### src/rtl/sync_fifo_param.sv
// sync_fifo_param: parametrised single-clock FIFO with occupancy count, almost flags and error pulses.
// Define SYNC_FIFO_FWFT_EN for first-word-fall-through reads; the default build uses a registered 1-cycle read.
module sync_fifo_param #(
   parameter int DATA_WIDTH = 8,
   parameter int DEPTH      = 16,
   parameter int AF_THRESH  = DEPTH - 2,
   parameter int AE_THRESH  = 2
) (
   input  logic                    clk,
   input  logic                    rst,
   input  logic                    wr,
   input  logic                    rd,
   input  logic [DATA_WIDTH-1:0]   data_in,
   output logic [DATA_WIDTH-1:0]   data_out,
   output logic                    full,
   output logic                    empty,
   output logic                    almost_full,
   output logic                    almost_empty,
   output logic [$clog2(DEPTH):0]  count,
   output logic                    overflow,
   output logic                    underflow
);
   localparam int PTR_W = $clog2(DEPTH);
   localparam int CNT_W = PTR_W + 1;
   localparam logic [CNT_W-1:0] DEPTH_C = CNT_W'(DEPTH);
   localparam logic [CNT_W-1:0] AF_C    = CNT_W'(AF_THRESH);
   localparam logic [CNT_W-1:0] AE_C    = CNT_W'(AE_THRESH);
   localparam logic [CNT_W-1:0] CNT_ONE = CNT_W'(1);
   localparam logic [PTR_W-1:0] PTR_ONE = PTR_W'(1);

   logic [DATA_WIDTH-1:0] mem [DEPTH];
   logic [PTR_W-1:0]      wr_ptr_q, wr_ptr_d;
   logic [PTR_W-1:0]      rd_ptr_q, rd_ptr_d;
   logic [CNT_W-1:0]      count_q, count_d;
   logic                  overflow_q, overflow_d;
   logic                  underflow_q, underflow_d;
   logic                  wr_ok, rd_ok;

   assign full         = (count_q == DEPTH_C);
   assign empty        = (count_q == '0);
   assign almost_full  = (count_q >= AF_C);
   assign almost_empty = (count_q <= AE_C);
   assign count        = count_q;
   assign overflow     = overflow_q;
   assign underflow    = underflow_q;

   // A read on a full FIFO frees a slot in the same edge, so the write is accepted too.
   assign rd_ok = rd && !empty;
   assign wr_ok = wr && (!full || rd);

   // NOTE: every signal driven here gets a default first, so no path leaves it unassigned and no latch is inferred.
   always_comb begin
      wr_ptr_d    = wr_ptr_q;
      rd_ptr_d    = rd_ptr_q;
      count_d     = count_q;
      overflow_d  = wr && full && !rd;
      underflow_d = rd && empty;
      if (wr_ok) wr_ptr_d = wr_ptr_q + PTR_ONE;
      if (rd_ok) rd_ptr_d = rd_ptr_q + PTR_ONE;
      case ({wr_ok, rd_ok})
         2'b10:   count_d = count_q + CNT_ONE;
         2'b01:   count_d = count_q - CNT_ONE;
         default: count_d = count_q;
      endcase
   end

   // NOTE: state flops use non-blocking assignments so every flop samples pre-edge values.
   always_ff @(posedge clk) begin
      if (rst) begin
         wr_ptr_q    <= '0;
         rd_ptr_q    <= '0;
         count_q     <= '0;
         overflow_q  <= 1'b0;
         underflow_q <= 1'b0;
      end else begin
         wr_ptr_q    <= wr_ptr_d;
         rd_ptr_q    <= rd_ptr_d;
         count_q     <= count_d;
         overflow_q  <= overflow_d;
         underflow_q <= underflow_d;
      end
   end

   // NOTE: storage is deliberately not reset; the pointers and count define which entries are valid.
   always_ff @(posedge clk) begin
      if (wr_ok && !rst) mem[wr_ptr_q] <= data_in;
   end

`ifdef SYNC_FIFO_FWFT_EN
   assign data_out = empty ? '0 : mem[rd_ptr_q];
`else
   logic [DATA_WIDTH-1:0] data_out_q, data_out_d;

   always_comb begin
      data_out_d = data_out_q;
      if (rd_ok) data_out_d = mem[rd_ptr_q];
   end

   always_ff @(posedge clk) begin
      if (rst) data_out_q <= '0;
      else     data_out_q <= data_out_d;
   end

   assign data_out = data_out_q;
`endif

endmodule

### config.mk
export PLATFORM = sky130hd
export DESIGN_NAME = sync_fifo_param
export DESIGN_NICKNAME = d
export VERILOG_FILES = /design/src/rtl/sync_fifo_param.sv
export SDC_FILE = /design/constraint.sdc
export NUM_CORES = 1
export LEC_CHECK = 0
export ABC_AREA = 1
export BUFFER_PORTS_ARGS = -buffer_cell sky130_fd_sc_hd__buf_2
export CAP_MARGIN = 20
export CORE_MARGIN = 2
export CORE_UTILIZATION = 58
export DETAILED_ROUTE_END_ITERATION = 16
export GPL_TIMING_DRIVEN = 1
export PLACE_DENSITY = 0.79
export SLEW_MARGIN = 20
export SYNTH_ARGS = -nofsm -noshare
export SYNTH_HDL_FRONTEND = slang
export SYNTH_SLANG_ARGS = --single-unit
### constraint.sdc
create_clock -name clk -period 2.4 [get_ports clk]
set_input_delay 0.48 -clock clk [delete_from_list [all_inputs] [get_ports clk]]
set_output_delay 0.48 -clock clk [all_outputs]
set_load 0.005 [all_outputs]
# Word level (Yosys, flattened, before mapping)
# Memories as Yosys holds them, arrays and structs flattened. A register that Yosys moved wholly into a read port is not among the register bits.
# Cells that the tools add are included.
# totals
out_inout_bits	19
memories	1
ramBits	128
in_bits	12
regBits	15
# mem_list
memory	words	word_bits	rd	rd_ports_with_merged_regs	wr	line_no	rtl
mem	16	8	1	1	1	31	logic [DATA_WIDTH-1:0] mem [DEPTH];
# classes
n_eq_ne	3
reduce_logical	13
n_mux	3
magnitude_cmp	2
n_addsub	4
# ops
operator	n
case mux 5 bit (2 select lines)	1
adder 4 x 1 -> 4 bit, second input constant	2
logical AND 1 bit	6
adder 5 x 1 -> 5 bit, second input constant	1
equality test 5 bit, second input constant	1
greater-or-equal comparator 5 x 4 -> 1 bit, second input constant	1
less-or-equal comparator 5 x 2 -> 1 bit, second input constant	1
zero test 5 bit	1
subtractor 5 x 1 -> 5 bit, second input constant	1
zero test 1 bit	4
equality test 2 x 1 -> 1 bit, second input constant	1
equality test 2 bit, second input constant	1
two-way mux 1 bit	2
nonzero test 2 bit	1
logical OR 1 bit	1

# Longest topological paths before layout
# Gate-level depths: netlist of the first run.
# depth
word_depth	7
mapped_depth	16
ltp_nobuf	16

# Least setup slack after synthesis of the first run
# Ideal clock, no wire load.
# synth_path
path_type	reg-to-reg
start	register count_q[4] (netlist: count[4])
end	register count_q[4] (netlist: count[4])
setup_slack_ps	221
required_time_ps	2329
path_stages_with_launch	16
n_path_buf	1
setup_ps	71
synth_period_minus_slack_ps	2179
arrival_ps	2108
cell_sequence	dfxtp_1 inv_1 nand4_1 nand2_2 inv_1 buf_4 ha_1 inv_1 fa_1 inv_1 nand2_1 a21boi_0 o21bai_1 nand2_1 nand2_1 a21oi_1
# synth_between
elab_cells_between_ends	13
cone_classes	add/sub: 2; eq/ne: 3; mux: 1; reduce/logical: 7
# synth_rtl
item	line_no	rtl
start: declaration	34	logic [CNT_W-1:0] count_q, count_d;
start signal: assignment	78	count_q <= count_d;
zero test 5 bit (*)	40	assign empty = (count_q == '0);
zero test 1 bit (*)	48	assign rd_ok = rd && !empty;
logical AND 1 bit (*)	48	
named net rd_ok	37	logic wr_ok, rd_ok;
equality test 2 x 1 -> 1 bit or equality test 2 bit (tied branches)	60	case ({wr_ok, rd_ok})
case mux 5 bit (2 select lines) or nonzero test 2 bit (tied branches)	--	
# The timed path passes the listed nets; every way through them passes the cells marked *.
# A chain may end at the register's enable or synchronous reset.

# Worst setup path in the final report of the first run
# layout_path
start	register count_q[3] (netlist: count[3])
end	register count_q[3] (netlist: count[3])
# layout_between
elab_chain_len	6
elab_cells_between_ends	13
cone_classes	add/sub: 2; eq/ne: 3; mux: 1; reduce/logical: 7
# layout_rtl
item	line_no	rtl
equality test 5 bit	39	assign full = (count_q == DEPTH_C);
zero test 1 bit	49	assign wr_ok = wr && (!full || rd);
logical OR 1 bit	49	
logical AND 1 bit	49	
equality test 2 x 1 -> 1 bit or equality test 2 bit (tied branches)	60	
case mux 5 bit (2 select lines) or nonzero test 2 bit (tied branches)	--	
# Several ways; a longest one is shown, not always the timed one.

==> results of run 1 <==
sequential cells by signal, indices dropped and copies added (netlist names):
register and count:
rd_ptr_q 4, underflow 1, overflow 1, count 5
wr_ptr_q 4, data_out 8, mem 128
metal layers:
layer	GRT usage [%]	vias up	share of wire (%)
li1	-	2288	-
met1	33.5	2199	41
met2	40.7	180	49
met3	5.47	28	7.4
met4	11.7	0	2.6
met5	0	-	0
final cells by class:
| class | count | share of cell area (%) |
|---|---|---|
| sequential | 151 | 56.8 |
| multi-input combinational | 401 | 24.0 |
| clock buffer | 22 | 5.86 |
| timing repair buffer | 59 | 4.85 |
| inverter | 96 | 4.75 |
| tap | 143 | 2.36 |
| clock inverter | 10 | 1.39 |
through the flow:
step                      hold slack, ns  util, %  setup WS [ns]  cells  total power, mW
after floorplan                    0.472        -          0.221    677             4.44
after global placement             0.510     62.0          0.196    850             4.88
after detailed placement           0.527     62.0          0.113    850             4.94
after CTS                          0.290     66.8         0.0717    882             7.43
after global routing               0.341     67.0         0.0380    882             7.80
final                              0.314     67.0          0.206    882             7.43
cell usage after synthesis (2+ instances only):
cell type | number | share of area [%]
ha_1 | 9 | 1.7
o21ai_0 | 8 | 0.60
nand2_1 | 225 | 13
buf_6 | 5 | 0.84
dfxtp_1 | 23 | 6.9
inv_2 | 2 | 0.11
nor2_1 | 34 | 1.9
a21oi_1 | 14 | 1.1
buf_2 | 9 | 0.68
buf_4 | 10 | 1.1
clkinv_1 | 2 | 0.11
xor2_1 | 5 | 0.66
nor2_2 | 2 | 0.19
edfxtp_1 | 128 | 58
clkbuf_1 | 4 | 0.23
inv_1 | 92 | 5.2
nand3_1 | 94 | 7.1
nand2_2 | 2 | 0.19
logic make-up after synthesis:
family | count (synthesis)
AOI/OAI and AO/OA | 26
buffers and inverters | 125
xor gates and xnor gates | 6
DFF | 151
adders and majority gates | 10
and+or+nand+nor | 359
final timing paths:
kind | startpoint | to | slack, ns | cells after the start
setup / recovery | count[3] | count[3] | 0.21 | 12
hold / removal | wr | overflow | 0.31 | 3
setup reg to reg | count[3] | count[3] | 0.21 | 12
hold reg to reg | count[4] | count[4] | 0.50 | 2
critical path, cell delays in order (launching register included):
cell and delay [ns]:
dfxtp_1 0.34, inv_1 0.13, nand4_1 0.19, nand2_2 0.16, inv_1 0.07, ha_2 0.19
buf_4 0.15, ha_1 0.33, nand3_1 0.11, nand3_1 0.08, xor2_1 0.14, o21ai_0 0.14
inv_1 0.05
what timing repair did:
action	4_1_cts	5_1_grt
buffers inserted	0	0
gates resized for setup	0	7
setup endpoints to repair	0	2
where the power goes:
part	internal [mW]	total [mW]	switching [mW]
clock network	1.51	2.49	0.980
logic	0.611	1.84	1.22
registers	2.98	3.10	0.120
==> results by group, run 1 <==
Status
  – Run status: finished, final reports clean

Clock network
  – Clk_lat worst skew: between 0.4 and 0.5 ns
  – CTS clk-pin slew, worst paths: 0.06 ns
  – H-tree Lvls: 4
  – CTS tree: yes
  – TritonCTS buffer count: 17
  – Root Buffer: clkbuf_16
  – Hold buffers post-CTS: 0
  – Largest buffer count on any clock path: 2
  – CTS sink cnt: between 150 and 200

Floorplanning
  – Initial Utilization: between 50% and 60%
  – Die height: approximately 110 um
  – Full die area: 12400 sq um
  – Core ar.: about 11000 sq um
  – Die width: around 110 um
  – Num rows: 39
  – IO Count: 31

Placed design
  – Placement Cell Area: between 7000 and 8000 sq um
  – Placer congestion estimate: 0.866
  – HPWL after detailed placement: between 9 and 10 mm
  – Port bufs: 30

Detailed routing
  – ANT nets after route: 0
  – Vias per cell: roughly 5.3
  – Iter 0 DRT Violations: 410
  – Drt first pass iters: 6
  – Total vias in the final route: 4695
  – WL/cell: roughly 16 um
  – DRC errors left: 0
  – Routed wire length: about 15 mm

Worst setup path
  – Crit path kind: flip-flop to flip-flop
  – Crit-path max FO: 6
  – Endpoint class of the critical path: flip-flop
  – Startpoint Class: flip-flop
  – Worst EP arrival: roughly 2.5 ns
  – Critical path required time: 2.72 ns

Logic synthesis
  – Library cells used by synthesis: 27
  – Seq/Total Area, Yosys: roughly 65%
  – Largest family of logic cells by synthesized area: simple AND/OR/NAND/NOR gates
  – Number of synthesized flops with an enable pin: 128
  – Post-synthesis mux area share: 0%
  – Yosys warns: 0
  – Avg Cell Area, Syn: 9.85 sq um
  – Adder-cell share of the synthesized area: slightly below 2%
  – Synthesized netlist net count: between 600 and 700
  – Ys async rst share: 0%
  – Post-synthesis compound-gate area fraction: around 2.1%
  – Seq cells post-synth: 151
  – Simple-gate share of the synthesized area: between 20 and 25%
  – Post-Syn Instances: 677
  – Synth Area in XOR/XNOR: less than 1%
  – Netlist Area Pre-Place: around 6700 sq um
  – Ys flop type: edfxtp_1

STA
  – Setup Skew: 0.00704 ns
  – Setup violators final: 0
  – Slew at the pin with the worst max-slew slack: about 0.56 ns
  – RSZ-0062 raised after global routing: false
  – Slew HR: 62.3%
  – Max-slew violation count: 0
  – Fmax: ~460 MHz
  – Final hold violations: 0
  – Setup TNS: 0 ns
  – Fin crit share: around nine tenths
  – Clock period minus worst slack: about 2.2 ns

Final layout
  – Multi-input logic area: about 1800 sq um
  – Fillers: ~880
  – Post-route cell area: between 7000 and 8000 sq um
  – # nets final: between 700 and 800
  – Layout cell share with drive strength beyond 1: a little over an eighth
  – Register area: around 4300 sq um
  – Most common cell after layout, fill and taps aside: nand2_1
  – Commonest non-fill, non-tap cells in the layout: nand2_1, edfxtp_1, nand3_1, inv_1, nor2_1
  – Area growth syn-to-layout: 13.8%
  – ANT cells: 0

Hold path
  – Hold crit path type: input port to flip-flop

GRT
  – First-pass GRT wire length: roughly 24 mm
  – Initial antenna violation count: 0
  – Vias in the first global route: approximately 4700
  – Total GRT Usage: approximately a quarter
  – GRT overflow: 0
  – Largest net degree at the start of global routing: ~40

Power
  – Power Density: between 900 and 1000 nW/um^2
  – Worst vdd ir: 0.921 mV
  – Leakage: between 3 and 4 nW

Job
  – Maxcap violations: 0
No activity file was read; power rests on OpenSTA's default activity.
==> inputs of run 2 (changes only) <==
--- a/config.mk
+++ b/config.mk
@@ -12,6 +12,7 @@
 export CORE_UTILIZATION = 58
 export DETAILED_ROUTE_END_ITERATION = 16
 export GPL_TIMING_DRIVEN = 1
+export MAX_ROUTING_LAYER = met4
 export PLACE_DENSITY = 0.79
 export SLEW_MARGIN = 20
 export SYNTH_ARGS = -nofsm -noshare
==> results by group, run 2 (synthesized netlist as in run 1, its figures left out) <==
Placed design
  – HPWL after detailed placement: 9.03 mm (was 9.42 mm)
  – Placed Cells: 848 (was 850)
  – Placer congestion estimate: 0.858 (was 0.866)
  – Placement Cell Area: 7030 sq um (was 7020 sq um)
  – Port bufs: 30 (unchanged)

Floorplanning
  – Num rows: 39 (unchanged)
  – Full die area: 12400 sq um (unchanged)
  – Die width: 111 um (unchanged)
  – Core ar.: 11300 sq um (unchanged)
  – Initial Utilization: 58.9% (unchanged)
  – IO Count: 31 (unchanged)
  – Die height: 111 um (unchanged)

Job
  – Maxcap violations: 0 (unchanged)

Final layout
  – Layout cell share with drive strength beyond 1: 13.3% (was 13.1%)
  – Largest reg by FF count: mem (unchanged)
  – Post-Layout Cell Count: 879 (was 882)
  – # nets final: 747 (was 748)
  – Commonest non-fill, non-tap cells in the layout: nand2_1, edfxtp_1, nand3_1, inv_1, nor2_1 (unchanged)
  – ANT cells: 0 (unchanged)
  – Post-route cell area: 7700 sq um (was 7580 sq um)
  – Max reg flops: 128 (unchanged)
  – Most common cell after layout, fill and taps aside: nand2_1 (unchanged)
  – Area growth syn-to-layout: 15.5% (was 13.8%)

Worst setup path
  – Critical path required time: 2.76 ns (was 2.72 ns)
  – CP cell instances: inv_1 > nand3_1 > nor2_2 > nand2_2 > nand2_4 > ha_1 > inv_1 > fa_1 > inv_1 > nand2_1 > a21boi_0 > o21bai_1 > nand2_1 > nand2_1 > a21oi_1 (was inv_1 > nand4_1 > nand2_2 > inv_1 > ha_2 > buf_4 > ha_1 > nand3_1 > nand3_1 > xor2_1 > o21ai_0 > inv_1)
  – Slowest cell delay on critical path: 0.40 ns (was 0.34 ns)
  – FF-to-FF path depth: 15 (was 12)
  – Startpoint Class: flip-flop (unchanged)
  – Crit-path max FO: 9 (was 6)
  – Worst EP arrival: 2.55 ns (was 2.52 ns)
  – Slowest-stage cell, CP: fa_1 (was dfxtp_1)
  – Critical path buffer and inverter count: 3 (was 4)
  – Number of cells on the critical path: 15 (was 12)
  – Endpoint class of the critical path: flip-flop (unchanged)
  – Top delay family on crit path: simple AND/OR/NAND/NOR gates (unchanged)
  – Crit path kind: flip-flop to flip-flop (unchanged)

Power
  – Worst vdd ir: 0.682 mV (was 0.921 mV)
  – Leakage: 3.39 nW (was 3.33 nW)
  – Pint: 5.55 mW (was 5.10 mW)
  – Seq pwr share: 39.0% (was 41.7%)
  – Logic pwr share: 23.7% (was 24.7%)
  – Switching power: 2.32 mW (about the same)
  – Clock network power share: 37.2% (was 33.6%)
  – Net Sw Frac: 29.5% (was 31.3%)
  – Power Density: 1020 nW/um^2 (was 980 nW/um^2)

GRT
  – Total GRT Usage: 25.0% (was 25.4%)
  – Largest net degree at the start of global routing: 67 (was 41)
  – Vias in the first global route: 4638 (was 4651)
  – First-pass GRT wire length: 22.8 mm (was 23.8 mm)
  – GRT overflow: 0 (unchanged)
  – Initial antenna violation count: 0 (unchanged)

Detailed routing
  – Total vias in the final route: 4708 (was 4695)
  – Vias per cell: 5.36 (was 5.32)
  – Drt first pass iters: 5 (was 6)
  – Routed wire length: 14.4 mm (was 14.5 mm)
  – DRC errors left: 0 (unchanged)
  – WL/cell: 16.4 um (about the same)
  – ANT nets after route: 0 (unchanged)
  – Iter 0 DRT Violations: 365 (was 410)

Clock network
  – Largest buffer count on any clock path: 2 (unchanged)
  – CTS clk-pin slew, worst paths: 0.06 ns (about the same)
  – Root Buffer: clkbuf_16 (unchanged)
  – TritonCTS buffer count: 17 (unchanged)
  – CTS sink cnt: 151 (unchanged)
  – Clk_lat worst skew: 0.43 ns (about the same)
  – CTS tree: yes (unchanged)
  – H-tree Lvls: 4 (unchanged)

STA
  – Setup violators final: 0 (unchanged)
  – Clock period minus worst slack: 2.19 ns (about the same)
  – Slew HR: 54.0% (was 62.3%)
  – Max-slew violation count: 0 (unchanged)
  – Fin crit share: 91.3% (was 91.4%)
  – Slew at the pin with the worst max-slew slack: 0.690 ns (was 0.563 ns)
  – Setup TNS: 0 ns (unchanged)
  – RSZ-0062 raised after global routing: false (unchanged)
  – Setup Skew: 0.0118 ns (was 0.00704 ns)
  – Min Hold Slack: 0.327 ns (was 0.314 ns)
  – Final hold violations: 0 (unchanged)
  – Fmax: 456 MHz (about the same)

Hold path
  – Worst hold path cell count: 3 (unchanged)
  – Hold crit path type: input port to flip-flop (unchanged)

Status
  – Run status: finished, final reports clean (unchanged)
## run 2: cell types whose count changed in the layout (fill, tap and decap cells not counted), sizes merged
cell	change
clkbuf	-5
bufinv	+4
clkinv	-2
buf	-1
inv	+1
## run 2: cell type report
| type | instances | area (sq um) |
|---|---|---|
| sequential | 151 | 4310 |
| fill | 815 | 3620 |
| multi-input combinational | 401 | 1820 |
| clock buffer | 17 | 425 |
| timing repair buffer | 58 | 385 |
| inverter | 96 | 360 |
| clock inverter | 13 | 229 |
| tap | 143 | 179 |
## run 2: final timing paths
path                  to  slack (ns)        start
max             count[4]        0.21     count[3]
min             overflow        0.33           wr
max reg2reg     count[4]        0.21     count[3]
min reg2reg  wr_ptr_q[3]        0.53  wr_ptr_q[3]
## run 2: through the flow
| step | total power [mW] | utilization, % | setup slack, ns |
|---|---|---|---|
| 2_1_floorplan | 4.44 | - | 0.221 |
| 3_3_place_gp | 4.90 | 62.1 | 0.191 |
| 3_5_place_dp | 4.94 | 62.1 | 0.141 |
| 4_1_cts | 7.86 | 67.9 | 0.124 |
| 5_1_grt | 8.23 | 68.0 | 0.0129 |
| 6_report | 7.87 | 68.0 | 0.208 |
## run 2: layer usage
| metal | share of wire, % | track usage [%] |
|---|---|---|
| met2 | 50 | 39.9 |
| met4 | 2.6 | 11.9 |
| met1 | 40 | 31.1 |
| met5 | 0 | - |
| met3 | 7.8 | 4.98 |
## run 2: what timing repair did
item / CTS / global route
endpoints found under the setup margin: 0 / 2
gates resized for setup: 0 / 4
setup buffers: 0 / 1
hold buffers: 0 / 0
## run 2: worst register-to-register path: stages (launching register included)
cell and delay, ns:
dfxtp_1 0.34, inv_1 0.13, nand3_1 0.11, nor2_2 0.12
nand2_2 0.09, nand2_4 0.12, ha_1 0.18, inv_1 0.06
fa_1 0.40, inv_1 0.07, nand2_1 0.06, a21boi_0 0.16
o21bai_1 0.08, nand2_1 0.06, nand2_1 0.05, a21oi_1 0.10
## run 2: power by group through the flow
stage | clock (mW) | combinational (mW) | sequential, mW
after floorplan | 0 | 1.32 | 3.12
after global placement | 0 | 1.78 | 3.11
after detailed placement | 0 | 1.81 | 3.12
after CTS | 2.96 | 1.84 | 3.07
after global routing | 3.06 | 2.08 | 3.09
final | 2.93 | 1.87 | 3.07
